==> config.mk <==
export PLATFORM = sky130hd
export DESIGN_NAME = id_hazard_ctrl
export DESIGN_NICKNAME = d
export VERILOG_FILES = /design/src/rtl/mips_pipe_pkg.sv /design/src/rtl/hazard_match.sv /design/src/rtl/id_hazard_ctrl.sv
export SDC_FILE = /design/constraint.sdc
export NUM_CORES = 1
export LEC_CHECK = 0
export BUFFER_PORTS_ARGS = -buffer_cell sky130_fd_sc_hd__buf_2
export CAP_MARGIN = 40
export CORE_AREA = 2 2 39 41
export CTS_BUF_LIST = sky130_fd_sc_hd__clkbuf_2 sky130_fd_sc_hd__clkbuf_4 sky130_fd_sc_hd__clkbuf_8
export DETAILED_ROUTE_END_ITERATION = 7
export DIE_AREA = 0 0 41 43
export PLACE_DENSITY = 0.73
export SYNTH_ARGS = -nofsm -noshare
export SYNTH_HDL_FRONTEND = slang
export SYNTH_SLANG_ARGS = --single-unit
export TNS_END_PERCENT = 50
==> constraint.sdc <==
create_clock -name clk -period 6.88 [get_ports clk]
set_input_delay 1.376 -clock clk [delete_from_list [all_inputs] [get_ports clk]]
set_output_delay 1.376 -clock clk [all_outputs]
set_load 0.01 [all_outputs]
==> src/rtl/mips_pipe_pkg.sv <==
// Shared MIPS pipeline types and constants: register width, ID hazard FSM
// encoding, hazard/control bundles and decoder opcodes.
package mips_pipe_pkg;

  localparam int unsigned REG_AW      = 5;
  localparam int unsigned STATS_CNT_W = 16;
  localparam int unsigned OPCODE_W    = 6;

  // Opcodes the decoder uses to raise id_branch and ex_mem_read
  localparam logic [OPCODE_W-1:0] OP_BEQ = 6'h04;
  localparam logic [OPCODE_W-1:0] OP_BNE = 6'h05;
  localparam logic [OPCODE_W-1:0] OP_LW  = 6'h23;

  typedef enum logic {
    ST_RUN   = 1'b0,
    ST_HOLD2 = 1'b1
  } hz_state_e;

  // Raw hazard classes seen by the ID instruction this cycle
  typedef struct packed {
    logic lu;
    logic be;
    logic bl;
    logic bm;
  } hz_raw_t;

  typedef struct packed {
    logic pc_write;
    logic ifid_write;
    logic idex_bubble;
    logic ifid_flush;
    logic pipe_freeze;
  } hz_ctrl_t;

  localparam hz_ctrl_t CTRL_NORMAL = hz_ctrl_t'(5'b11000);
  localparam hz_ctrl_t CTRL_STALL  = hz_ctrl_t'(5'b00100);
  localparam hz_ctrl_t CTRL_FLUSH  = hz_ctrl_t'(5'b11010);
  localparam hz_ctrl_t CTRL_FREEZE = hz_ctrl_t'(5'b00001);
  localparam hz_ctrl_t CTRL_RESET  = hz_ctrl_t'(5'b00100);

  function automatic logic is_branch_op(input logic [OPCODE_W-1:0] op);
    return (op == OP_BEQ) || (op == OP_BNE);
  endfunction

  function automatic logic is_load_op(input logic [OPCODE_W-1:0] op);
    return op == OP_LW;
  endfunction

endpackage

==> src/rtl/hazard_match.sv <==
// Compares one ID source register against one later-stage destination.
// $0 is hardwired to zero and can never carry a dependency.
module hazard_match #(
  parameter int unsigned AW = 5
) (
  input  logic          use_reg,
  input  logic [AW-1:0] addr,
  input  logic [AW-1:0] stage_rd,
  input  logic          stage_cond,
  output logic          hit_c
);

  assign hit_c = use_reg && (addr != '0) && (addr == stage_rd) && stage_cond;

endmodule

==> src/rtl/id_hazard_ctrl.sv <==
// ID-stage hazard controller: load-use / branch-operand stalls, taken-branch
// flush and dmem freeze. Define HAZARD_STATS_EN to add stall/flush counters.
module id_hazard_ctrl #(
  parameter int unsigned REG_AW = mips_pipe_pkg::REG_AW
`ifdef HAZARD_STATS_EN
  , parameter int unsigned CNT_W = mips_pipe_pkg::STATS_CNT_W
`endif
) (
  input  logic              clk,
  input  logic              rst_n,
  input  logic [REG_AW-1:0] id_rs,
  input  logic [REG_AW-1:0] id_rt,
  input  logic              id_use_rs,
  input  logic              id_use_rt,
  input  logic              id_branch,
  input  logic              id_br_taken,
  input  logic [REG_AW-1:0] ex_rd,
  input  logic              ex_reg_write,
  input  logic              ex_mem_read,
  input  logic [REG_AW-1:0] mem_rd,
  input  logic              mem_mem_read,
  input  logic              dmem_busy,
  output logic              pc_write,
  output logic              ifid_write,
  output logic              idex_bubble,
  output logic              ifid_flush,
  output logic              pipe_freeze
`ifdef HAZARD_STATS_EN
  , output logic [CNT_W-1:0] stall_cycles
  , output logic [CNT_W-1:0] flush_count
`endif
);

  import mips_pipe_pkg::*;

  hz_state_e state, state_nxt;
  hz_raw_t   raw;
  hz_ctrl_t  ctrl;
  logic      rs_ex_hit, rt_ex_hit, rs_mem_hit, rt_mem_hit;
  logic      ex_hit, mem_hit;
  logic      stall_c;
  logic      flush_c;

  // EX compare is unconditioned; the load / ALU split is applied below
  hazard_match #(.AW(REG_AW)) u_rs_ex (
    .use_reg    (id_use_rs),
    .addr       (id_rs),
    .stage_rd   (ex_rd),
    .stage_cond (1'b1),
    .hit_c      (rs_ex_hit)
  );

  hazard_match #(.AW(REG_AW)) u_rt_ex (
    .use_reg    (id_use_rt),
    .addr       (id_rt),
    .stage_rd   (ex_rd),
    .stage_cond (1'b1),
    .hit_c      (rt_ex_hit)
  );

  hazard_match #(.AW(REG_AW)) u_rs_mem (
    .use_reg    (id_use_rs),
    .addr       (id_rs),
    .stage_rd   (mem_rd),
    .stage_cond (mem_mem_read),
    .hit_c      (rs_mem_hit)
  );

  hazard_match #(.AW(REG_AW)) u_rt_mem (
    .use_reg    (id_use_rt),
    .addr       (id_rt),
    .stage_rd   (mem_rd),
    .stage_cond (mem_mem_read),
    .hit_c      (rt_mem_hit)
  );

  assign ex_hit  = rs_ex_hit || rt_ex_hit;
  assign mem_hit = rs_mem_hit || rt_mem_hit;

  always_comb begin
    raw    = '0;
    raw.lu = ex_hit && ex_mem_read && !id_branch;
    raw.bl = ex_hit && ex_mem_read && id_branch;
    raw.be = ex_hit && id_branch && ex_reg_write && !ex_mem_read;
    raw.bm = mem_hit && id_branch;
  end

  always_ff @(posedge clk or negedge rst_n) begin
    if (!rst_n) state <= ST_RUN;
    else        state <= state_nxt;
  end

  // Next state and pipeline controls; freeze outranks stall outranks flush
  always_comb begin
    state_nxt = state;
    ctrl      = CTRL_NORMAL;
    stall_c   = (state == ST_HOLD2) || (|raw);
    flush_c   = 1'b0;

    unique case (state)
      ST_RUN:   if (raw.bl && !dmem_busy) state_nxt = ST_HOLD2;
      ST_HOLD2: if (!dmem_busy)           state_nxt = ST_RUN;
      default:  state_nxt = ST_RUN;
    endcase

    if (!rst_n) begin
      ctrl = CTRL_RESET;
    end else if (dmem_busy) begin
      ctrl = CTRL_FREEZE;
    end else if (stall_c) begin
      ctrl = CTRL_STALL;
    end else if (id_branch && id_br_taken) begin
      ctrl    = CTRL_FLUSH;
      flush_c = 1'b1;
    end
  end

  assign pc_write    = ctrl.pc_write;
  assign ifid_write  = ctrl.ifid_write;
  assign idex_bubble = ctrl.idex_bubble;
  assign ifid_flush  = ctrl.ifid_flush;
  assign pipe_freeze = ctrl.pipe_freeze;

`ifdef HAZARD_STATS_EN
  logic stall_inc;
  logic flush_inc;

  assign stall_inc = !dmem_busy && stall_c;
  assign flush_inc = flush_c;

  // Saturating event counters, frozen while dmem is busy
  always_ff @(posedge clk or negedge rst_n) begin
    if (!rst_n) begin
      stall_cycles <= '0;
      flush_count  <= '0;
    end else begin
      if (stall_inc && (stall_cycles != '1)) stall_cycles <= stall_cycles + CNT_W'(1);
      if (flush_inc && (flush_count  != '1)) flush_count  <= flush_count  + CNT_W'(1);
    end
  end
`endif

endmodule

Word level (Yosys, flattened, before mapping)
Cells that the tools add are included.
Word-level totals
  register bits after elaboration: 1
  input port bits: 30
  output and inout bits: 5
  word-level logic and storage cells: 39
Cells by class
  equality and inequality tests: 4
  mux-type cells: 7
  bitwise gates (word level): 1
  reductions and logical operators: 26
Operators with widths (number)
  $eq A5 B5 Y1: 4
  $logic_and A1 B1 Y1: 17
  $mux W5: 3
  $reduce_bool A5 Y1: 2
  $reduce_or A4 Y1: 1
  $logic_not A1 Y1: 3
  $logic_or A1 B1 Y1: 3
  $mux W1: 2
  $mux W2: 1
  $pmux W1 S2: 1
  $not A1 Y1: 1

Logic depth before layout (Yosys ltp)
Gate-level depths: netlist (run 1).
  depth in word-level cells: 12
  depth in mapped cells: 6

By module
A second synthesis (run 1) with hierarchy kept.
Unflattened totals
  cell total of the unflattened synthesis: 56
  area total of the unflattened synthesis: 412.9 um2
Modules (own cells, without submodules)
  hazard_match: times used 4, cells each 10, area an instance 76.3 um2
  id_hazard_ctrl: times used 1, cells each 16, area an instance 107.6 um2

Worst setup path before layout (run 1)
No wires, ideal clock.
  path kind: input to output
  start: input port id_rt[0]
  end: output port pc_write
  arrival time: 3.167 ns
  path slack: 2.337 ns
  stages: 6
  path buffers: 1
  path through: or4_1 o21ai_1 nor4_1 or4b_4 nor3_1 buf_4
On the way
  cells in the longest elaborated chain, start to end: 12
RTL lines
  from (decl): RTL line id_hazard_ctrl.sv:12  | input logic [REG_AW-1:0] id_rt,
  $reduce_bool A5 Y1: RTL line hazard_match.sv:13  | assign hit_c = use_reg && (addr != '0) && (addr == stage_rd) && stage_cond;
  $logic_and A1 B1 Y1 (2 in a row): RTL line hazard_match.sv:13
  $logic_or A1 B1 Y1: RTL line id_hazard_ctrl.sv:77  | assign ex_hit = rs_ex_hit || rt_ex_hit;
  $logic_and A1 B1 Y1 (3 in a row): RTL line id_hazard_ctrl.sv:84  | raw.be = ex_hit && id_branch && ex_reg_write && !ex_mem_read;
  $reduce_or A4 Y1 *: RTL line id_hazard_ctrl.sv:97  | stall_c = (state == ST_HOLD2) || (|raw);
  $logic_or A1 B1 Y1 *: RTL line id_hazard_ctrl.sv:97
  $mux W5 *: RTL line id_hazard_ctrl.sv:110  | end else if (stall_c) begin
  $mux W5 *: RTL line id_hazard_ctrl.sv:108  | end else if (dmem_busy) begin
  $mux W5 *: RTL line id_hazard_ctrl.sv:106  | if (!rst_n) begin
  to (decl): RTL line id_hazard_ctrl.sv:23  | output logic pc_write,
Every way passes the cells marked *; elsewhere a longest branch is shown, timed or not.

Final worst setup path (run 1)
  start: input port id_rt[0]
  end: output port ifid_write
On the way
  cells in the longest elaborated chain, start to end: 12
RTL lines
  $reduce_bool A5 Y1: RTL line hazard_match.sv:13
  $logic_and A1 B1 Y1 (2 in a row): RTL line hazard_match.sv:13
  $logic_or A1 B1 Y1: RTL line id_hazard_ctrl.sv:77
  $logic_and A1 B1 Y1 (3 in a row): RTL line id_hazard_ctrl.sv:84
  $reduce_or A4 Y1 *: RTL line id_hazard_ctrl.sv:97
  $logic_or A1 B1 Y1 *: RTL line id_hazard_ctrl.sv:97
  $mux W5 *: RTL line id_hazard_ctrl.sv:110
  $mux W5 *: RTL line id_hazard_ctrl.sv:108
  $mux W5 *: RTL line id_hazard_ctrl.sv:106
  to (decl): RTL line id_hazard_ctrl.sv:24  | output logic ifid_write,
Marks and branches as above.

==> results of run 1 <==
routing by layer:
metal  share of wire, %  up-vias  global-route usage [%]
met2                 48       26                    25.6
met1                 41      202                    14.9
met5                  0        -                       0
met4                  0        0                       0
li1                   -      238                       -
met3                 11        0                       0
cells in the final DEF (no fill, tap or decap), drive strengths merged:
cell,instances
or4,2
nor4,2
a32o,1
or4b,1
o21ai,2
nand4,2
nor3,4
buf,34
nand4b,2
xor2,8
a2bb2oi,1
nor2b,2
a21oi,2
nand2,3
xnor2,12
dfrtp,1
and2,1
how the worst max path moves through the flow:
| stage | startpoint | slack (ns) | depth (start not counted) | endpoint |
|---|---|---|---|---|
| after floorplan | id_rt[0] | 2.34 | 6 | pc_write |
| after global placement | id_rt[0] | 2.38 | 7 | pc_write |
| after detailed placement | id_rt[0] | 2.34 | 7 | ifid_write |
| after CTS | id_rt[0] | 2.34 | 7 | ifid_write |
| after global routing | id_rs[2] | 2.18 | 7 | ifid_write |
| final | id_rt[0] | 2.35 | 7 | ifid_write |
area by class of cell:
cell class	instances	share of cell area (%)
tap	16	3.64
multi-input combinational	45	60.9
sequential	1	4.55
timing repair buffer	34	30.9
power by group through the flow:
stage          combinational, mW  sequential, mW  clock (mW)
3_5_place_dp              0.0310         0.00612           0
5_1_grt                   0.0343         0.00613           0
4_1_cts                   0.0311         0.00612           0
6_report                  0.0306         0.00611           0
2_1_floorplan             0.0153         0.00610           0
3_3_place_gp              0.0304         0.00611           0
cell families after synthesis:
kind of cell    after synthesis  share of synthesized area (%)
xor+xnor                     20                           47.6
simple gates                 19                           33.0
compound gates                6                           10.5
flops                         1                           6.80
buf+inv                       1                           2.04
stage by stage:
| stage | worst slack (ns) | utilization (%) | power, mW | cells |
|---|---|---|---|---|
| after global routing | 2.18 | 39.8 | 0.0405 | 96 |
| final | 2.35 | 39.8 | 0.0367 | 96 |
| after global placement | 2.38 | 39.8 | 0.0365 | 96 |
| after CTS | 2.34 | 39.8 | 0.0373 | 96 |
| after detailed placement | 2.34 | 39.8 | 0.0372 | 96 |
| after floorplan | 2.34 | - | 0.0214 | 47 |
worst register-to-register path: cells and delay by family (launching register included):
kind | cells | cell delay [ns]
compound gates | 1 | 0.25
simple gates | 1 | 0.06
flops | 1 | 0.35
==> impl_results.html, run 1 <==
<table>
<tr><th>Metric</th><th>Value</th></tr>
<tr><th colspan="2">STA</th></tr>
<tr><td>Hold violation total from the final report</td><td>0</td></tr>
<tr><td>Achievable frequency</td><td>221 MHz</td></tr>
<tr><td>Setup violation total in the final timing report</td><td>0</td></tr>
<tr><td>Worst Max-Slew Pin Slew</td><td>just under 0.3 ns</td></tr>
<tr><td>Final number of max-transition violations</td><td>0</td></tr>
<tr><td>Final worst path period need</td><td>~4.5 ns</td></tr>
<tr><td>Final clock skew</td><td>0 ns</td></tr>
<tr><td>Period utilization</td><td>approximately two thirds</td></tr>
<tr><td>Rel. slew slack</td><td>80.1%</td></tr>
<tr><td>RSZ-0062 raised after global routing</td><td>no</td></tr>
<tr><td>Sum of negative setup slack</td><td>0 ns</td></tr>
<tr><td>Worst hold slack across all endpoints</td><td>approximately 0.53 ns</td></tr>
<tr><th colspan="2">Hold path</th></tr>
<tr><td>Count of cells along the worst hold path</td><td>1</td></tr>
<tr><td>Worst Hold Launch</td><td>state</td></tr>
<tr><td>Endpoint of the worst hold path</td><td>state</td></tr>
<tr><td>Min-delay worst type</td><td>flip-flop to flip-flop</td></tr>
<tr><th colspan="2">Synthesis</th></tr>
<tr><td>Net Count, Synth</td><td>between 70 and 80</td></tr>
<tr><td>Count of flip-flops with a built-in enable after synthesis</td><td>0</td></tr>
<tr><td>Top cell type's share of synthesized area</td><td>roughly 29%</td></tr>
<tr><td>Syn Area/Cell</td><td>around 8 sq um</td></tr>
<tr><td>Most frequently used flop master after synthesis</td><td>dfrtp_1</td></tr>
<tr><td>Cell types with the largest area share after synthesis</td><td>xnor2_1, xor2_1, dfrtp_1, nor3_1, nand4b_1</td></tr>
<tr><td>Cell area after synthesis</td><td>~370 sq um</td></tr>
<tr><td>Synth Instances</td><td>47</td></tr>
<tr><td>Dominant cell by count in the synthesized netlist</td><td>xnor2_1</td></tr>
<tr><td>Number of register bits inferred by synthesis</td><td>1</td></tr>
<tr><td>Area leader, netlist</td><td>xnor2_1</td></tr>
<tr><td>Commonest cells in the netlist</td><td>xnor2_1, xor2_1, nor3_1, nand2_1</td></tr>
<tr><td>Warnings from Yosys</td><td>0</td></tr>
<tr><td>Share of flip-flops with an asynchronous set or reset</td><td>between 90% and 100%</td></tr>
<tr><td>Sequential area share after synthesis</td><td>between 6 and 7%</td></tr>
<tr><td>Library cells used by synthesis</td><td>17</td></tr>
<tr><th colspan="2">Floorplanning</th></tr>
<tr><td>I/O pin cnt</td><td>35</td></tr>
<tr><td>Initial cell density of the core</td><td>26.6%</td></tr>
<tr><td>Die H</td><td>43 microns</td></tr>
<tr><td>Die outline width</td><td>around 41 microns</td></tr>
<tr><td>Total Die Area</td><td>about 1800 sq um</td></tr>
<tr><td>Row Count</td><td>14</td></tr>
<tr><td>Area inside the core boundary</td><td>approximately 1400 sq um</td></tr>
<tr><th colspan="2">GRT</th></tr>
<tr><td>Number of global-route vias before repair</td><td>about 430</td></tr>
<tr><td>Wire length of the first global-routing pass</td><td>1680 microns</td></tr>
<tr><td>Antenna violations before repair</td><td>0</td></tr>
<tr><td>Remaining Overflow, GRT</td><td>0</td></tr>
<tr><td>GRT Util Overall</td><td>between 10% and 20%</td></tr>
<tr><td>Pin count of the biggest net entering global routing</td><td>6</td></tr>
<tr><th colspan="2">Setup path</th></tr>
<tr><td>Crit path largest cell delay</td><td>around 0.53 ns</td></tr>
<tr><td>Critical Path Slowest Stage Cell</td><td>or4b_4</td></tr>
<tr><td>Family of cells with the greatest summed delay on the critical path</td><td>simple AND/OR/NAND/NOR gates</td></tr>
<tr><td>Critical register-to-register path startpoint</td><td>state</td></tr>
<tr><td>Destination of the worst register-to-register timing path</td><td>state</td></tr>
<tr><td>Cell-by-cell listing of the critical path</td><td>buf_2, or4_1, o21ai_1, nor4_1, or4b_4, nor3_1, buf_2</td></tr>
<tr><td>Worst r2r path cells</td><td>2</td></tr>
<tr><td>R2R setup slack</td><td>between 6 and 7 ns</td></tr>
<tr><td>CP Class</td><td>input pin to output port</td></tr>
<tr><td>Highest net fanout along the worst path</td><td>3</td></tr>
<tr><td>Required time of the worst setup path</td><td>5.50 ns</td></tr>
<tr><td>Buffers plus inverters on the worst setup path</td><td>2</td></tr>
<tr><td>Arrival time worst endpoint</td><td>3.16 ns</td></tr>
<tr><td>Most used cell along the critical path</td><td>buf_2</td></tr>
<tr><td>Type of element launching the critical path</td><td>input pin</td></tr>
<tr><td>Kind of end point of the critical path</td><td>output port</td></tr>
<tr><th colspan="2">Place</th></tr>
<tr><td>Post-detailed-placement half-perimeter wirelength</td><td>roughly 1000 microns</td></tr>
<tr><td>Last weighted congestion value of the routability-driven placer</td><td>a little under 0.8</td></tr>
<tr><td>Placed Area</td><td>551 sq um</td></tr>
<tr><td>Input/output buffers</td><td>34</td></tr>
<tr><th colspan="2">Final layout</th></tr>
<tr><td>Final net count</td><td>112</td></tr>
<tr><td>Count of antenna diodes in the layout</td><td>0</td></tr>
<tr><td>Most flop-heavy register</td><td>state</td></tr>
<tr><td>Share of cells above drive strength 1</td><td>a little over two fifths</td></tr>
<tr><td>FILL cells</td><td>between 150 and 200</td></tr>
<tr><td>Max reg flops</td><td>1</td></tr>
<tr><td>Area used by multi-input combinational logic</td><td>about 340 sq um</td></tr>
<tr><td>Post-route cell area</td><td>551 sq um</td></tr>
<tr><td>Layout area overhead</td><td>49.7%</td></tr>
<tr><td>Register area</td><td>25.0 sq um</td></tr>
<tr><td>Biggest registers after layout</td><td>state (1)</td></tr>
<tr><th colspan="2">Route</th></tr>
<tr><td>Total number of vias</td><td>between 400 and 500</td></tr>
<tr><td>Initial detailed-routing violation count</td><td>0</td></tr>
<tr><td>Antenna violation net count after detailed routing</td><td>0</td></tr>
<tr><td>TritonRoute pass-1 iters</td><td>1</td></tr>
<tr><td>Wire length after detailed routing</td><td>roughly 1100 microns</td></tr>
<tr><td>WL/cell</td><td>between 10 and 15 microns</td></tr>
<tr><td>DR vias/cell</td><td>between 4 and 5</td></tr>
<tr><td>Detailed-route DRC error count</td><td>0</td></tr>
<tr><th colspan="2">Clock tree</th></tr>
<tr><td>Clock transition time at the flip-flop clock pins of the worst setup and hold paths</td><td>0 ns</td></tr>
<tr><td>CTS Hold Buffers Added</td><td>0</td></tr>
<tr><td>Number of buffers inserted by post-CTS setup repair</td><td>0</td></tr>
<tr><td>Number of resized instances in the post-cts repair step</td><td>0</td></tr>
<tr><td>Clock latency at the later pin of the worst-skew pair</td><td>0 ns</td></tr>
<tr><th colspan="2">Power</th></tr>
<tr><td>Power per Cell Area</td><td>66.7 nW/um^2</td></tr>
<tr><td>Net switching power</td><td>~0.014 mW</td></tr>
<tr><td>Worst IR Drop VDD</td><td>0.0000210 V</td></tr>
<tr><td>Leakage power total</td><td>0.256 nW</td></tr>
<tr><td>Switching part of the total power</td><td>approximately 39%</td></tr>
<tr><td>Share of total power in sequential cells</td><td>~17%</td></tr>
<tr><td>Comb power frac</td><td>between 80% and 90%</td></tr>
<tr><td>Pint</td><td>roughly 0.022 mW</td></tr>
<tr><td>Clk pwr share</td><td>0%</td></tr>
<tr><th colspan="2">Job</th></tr>
<tr><td>Max-cap violation count</td><td>0</td></tr>
<tr><th colspan="2">Outcome</th></tr>
<tr><td>Result of the run</td><td>complete, no violations</td></tr>
</table>
Note: power is estimated with default switching activity, not from simulation.
==> run 2: changes to the inputs <==
==> constraint.sdc (replaced) <==
create_clock -name clk -period 4.3 [get_ports clk]
set_input_delay 0.86 -clock clk [delete_from_list [all_inputs] [get_ports clk]]
set_output_delay 0.86 -clock clk [all_outputs]
set_load 0.01 [all_outputs]
==> impl_results.html, run 2 (synthesis gave the netlist of run 1 again) <==
<table>
<tr><th>Metric</th><th>Value</th></tr>
<tr><th colspan="2">Outcome</th></tr>
<tr><td>Result of the run</td><td>complete, no violations</td></tr>
<tr><th colspan="2">Final layout</th></tr>
<tr><td>Layout area overhead</td><td>49.7% (unchanged)</td></tr>
<tr><td>Most frequent standard cell in the layout excluding fill and tap cells</td><td>buf_2</td></tr>
<tr><td>Post-route cell area</td><td>551 sq um (unchanged)</td></tr>
<tr><td>Biggest registers after layout</td><td>state (1)</td></tr>
<tr><td>Max reg flops</td><td>1 (unchanged)</td></tr>
<tr><td>Most flop-heavy register</td><td>state</td></tr>
<tr><td>Share of cells above drive strength 1</td><td>43.8% (unchanged)</td></tr>
<tr><td>Final net count</td><td>112 (unchanged)</td></tr>
<tr><td>Most frequent cells in the layout</td><td>buf_2, xnor2_1, xor2_1, nor3_1, nand2_1</td></tr>
<tr><td>Count of antenna diodes in the layout</td><td>0 (unchanged)</td></tr>
<tr><th colspan="2">Setup path</th></tr>
<tr><td>Type of element launching the critical path</td><td>input pin</td></tr>
<tr><td>Family of cells with the greatest summed delay on the critical path</td><td>simple AND/OR/NAND/NOR gates</td></tr>
<tr><td>Critical Path Slowest Stage Cell</td><td>or4b_4</td></tr>
<tr><td>Highest net fanout along the worst path</td><td>3 (unchanged)</td></tr>
<tr><td>Cell-by-cell listing of the critical path</td><td>buf_2, or4_1, o21ai_1, nor4_1, or4b_4, nor3_1, buf_2</td></tr>
<tr><td>Kind of end point of the critical path</td><td>output port</td></tr>
<tr><td>CP Class</td><td>input pin to output port</td></tr>
<tr><td>Required time of the worst setup path</td><td>3.44 ns (-2.06 ns)</td></tr>
<tr><td>Arrival time worst endpoint</td><td>2.67 ns (-0.49 ns)</td></tr>
<tr><td>Most used cell along the critical path</td><td>buf_2</td></tr>
<tr><td>Buffers plus inverters on the worst setup path</td><td>2 (unchanged)</td></tr>
<tr><td>Crit path largest cell delay</td><td>0.53 ns (about the same)</td></tr>
<tr><th colspan="2">GRT</th></tr>
<tr><td>Antenna violations before repair</td><td>0 (unchanged)</td></tr>
<tr><td>Wire length of the first global-routing pass</td><td>1610 microns (-3.7%)</td></tr>
<tr><td>Pin count of the biggest net entering global routing</td><td>6 (unchanged)</td></tr>
<tr><td>Remaining Overflow, GRT</td><td>0 (unchanged)</td></tr>
<tr><td>GRT Util Overall</td><td>12.5% (-0.40 points)</td></tr>
<tr><td>Number of global-route vias before repair</td><td>403 (-6.7%)</td></tr>
<tr><th colspan="2">Floorplanning</th></tr>
<tr><td>Initial cell density of the core</td><td>26.6% (unchanged)</td></tr>
<tr><td>Total Die Area</td><td>1760 sq um (unchanged)</td></tr>
<tr><td>Die outline width</td><td>41 microns (unchanged)</td></tr>
<tr><td>I/O pin cnt</td><td>35 (unchanged)</td></tr>
<tr><td>Die H</td><td>43 microns (unchanged)</td></tr>
<tr><td>Area inside the core boundary</td><td>1380 sq um (unchanged)</td></tr>
<tr><td>Row Count</td><td>14 (unchanged)</td></tr>
<tr><th colspan="2">Route</th></tr>
<tr><td>TritonRoute pass-1 iters</td><td>1 (unchanged)</td></tr>
<tr><td>Wire length after detailed routing</td><td>1080 microns (+0.56%)</td></tr>
<tr><td>Initial detailed-routing violation count</td><td>0 (unchanged)</td></tr>
<tr><td>Total number of vias</td><td>462 (-0.86%)</td></tr>
<tr><td>Antenna violation net count after detailed routing</td><td>0 (unchanged)</td></tr>
<tr><td>Routed metal-1 wirelength</td><td>432 microns (-2.3%)</td></tr>
<tr><td>DR vias/cell</td><td>4.81 (-0.86%)</td></tr>
<tr><td>Top layer in use</td><td>met3</td></tr>
<tr><td>Detailed-route DRC error count</td><td>0 (unchanged)</td></tr>
<tr><td>WL/cell</td><td>11.3 microns (+0.56%)</td></tr>
<tr><td>Routed length on met2</td><td>527 microns (+1.9%)</td></tr>
<tr><td>Met3 Wirelength</td><td>122 microns (+5.2%)</td></tr>
<tr><th colspan="2">STA</th></tr>
<tr><td>Period utilization</td><td>82.1%</td></tr>
<tr><td>RSZ-0062 raised after global routing</td><td>no</td></tr>
<tr><td>Sum of negative setup slack</td><td>0 ns (unchanged)</td></tr>
<tr><td>Worst Max-Slew Pin Slew</td><td>0.317 ns (+0.0217 ns)</td></tr>
<tr><td>Final worst path period need</td><td>about 3.5 ns</td></tr>
<tr><td>Setup violation total in the final timing report</td><td>0 (unchanged)</td></tr>
<tr><td>Final number of max-transition violations</td><td>0 (unchanged)</td></tr>
<tr><td>Hold violation total from the final report</td><td>0 (unchanged)</td></tr>
<tr><td>Worst hold slack across all endpoints</td><td>0.545 ns (+0.0132 ns)</td></tr>
<tr><td>Final clock skew</td><td>0 ns (unchanged)</td></tr>
<tr><td>Rel. slew slack</td><td>78.7% (-1.5 points)</td></tr>
<tr><td>Achievable frequency</td><td>~280 MHz</td></tr>
<tr><th colspan="2">Power</th></tr>
<tr><td>Leakage power total</td><td>0.256 nW (unchanged)</td></tr>
<tr><td>Power per Cell Area</td><td>107 nW/um^2 (+60%)</td></tr>
<tr><td>Worst IR Drop VDD</td><td>0.0000329 V (+57%)</td></tr>
<tr><th colspan="2">Hold path</th></tr>
<tr><td>Min-delay worst type</td><td>flip-flop to flip-flop</td></tr>
<tr><th colspan="2">Place</th></tr>
<tr><td>Post-detailed-placement half-perimeter wirelength</td><td>1010 microns (about the same)</td></tr>
<tr><td>Last weighted congestion value of the routability-driven placer</td><td>0.785 (unchanged)</td></tr>
<tr><td>Input/output buffers</td><td>34 (unchanged)</td></tr>
<tr><td>Placed Area</td><td>551 sq um (unchanged)</td></tr>
<tr><th colspan="2">Clock tree</th></tr>
<tr><td>Clock transition time at the flip-flop clock pins of the worst setup and hold paths</td><td>0 ns (unchanged)</td></tr>
<tr><td>CTS Hold Buffers Added</td><td>0 (unchanged)</td></tr>
<tr><td>Clock latency at the later pin of the worst-skew pair</td><td>0 ns (unchanged)</td></tr>
<tr><td>Number of buffers inserted by post-CTS setup repair</td><td>0 (unchanged)</td></tr>
<tr><td>Number of resized instances in the post-cts repair step</td><td>0 (unchanged)</td></tr>
<tr><th colspan="2">Job</th></tr>
<tr><td>Max-cap violation count</td><td>0 (unchanged)</td></tr>
</table>
## run 2: cell type report
class / count / area (sq um)
fillers: 146 / 833
multi-input cells: 45 / 335
repair buffers: 34 / 170
flip-flops and latches: 1 / 25.0
well taps: 16 / 20.0
## run 2: metrics by stage
stage	power [mW]	setup WS [ns]	util [%]	std cells
floorplan	0.0343	0.789	-	47
finish	0.0587	0.769	39.8	96
global route	0.0644	0.552	39.8	96
global placement	0.0584	0.833	39.8	96
detailed placement	0.0592	0.745	39.8	96
CTS	0.0594	0.746	39.8	96
## run 2: where the power goes
part           internal (mW)  switching (mW)
combinational         0.0262          0.0227
sequential           0.00969        0.000106
clock                      0               0
total                 0.0359          0.0228
## run 2: path summary, 6_finish.rpt
kind                           from    endpoint  slack (ns)  cells after the start
max                        id_rt[0]  ifid_write        0.77                      7
max reg2reg                   state       state        3.50                      2
max in group asynchronous     rst_n       state        3.52                      1
min in group asynchronous     rst_n       state        0.66                      1
min                           state       state        0.55                      1
min reg2reg                   state       state        0.55                      1
## run 2: metal layers
metal / up-vias / track usage [%]
li1: 238 / -
met1: 198 / 15.9
met2: 26 / 23.1
met3: 0 / 0.524
met4: 0 / 0
met5: - / 0
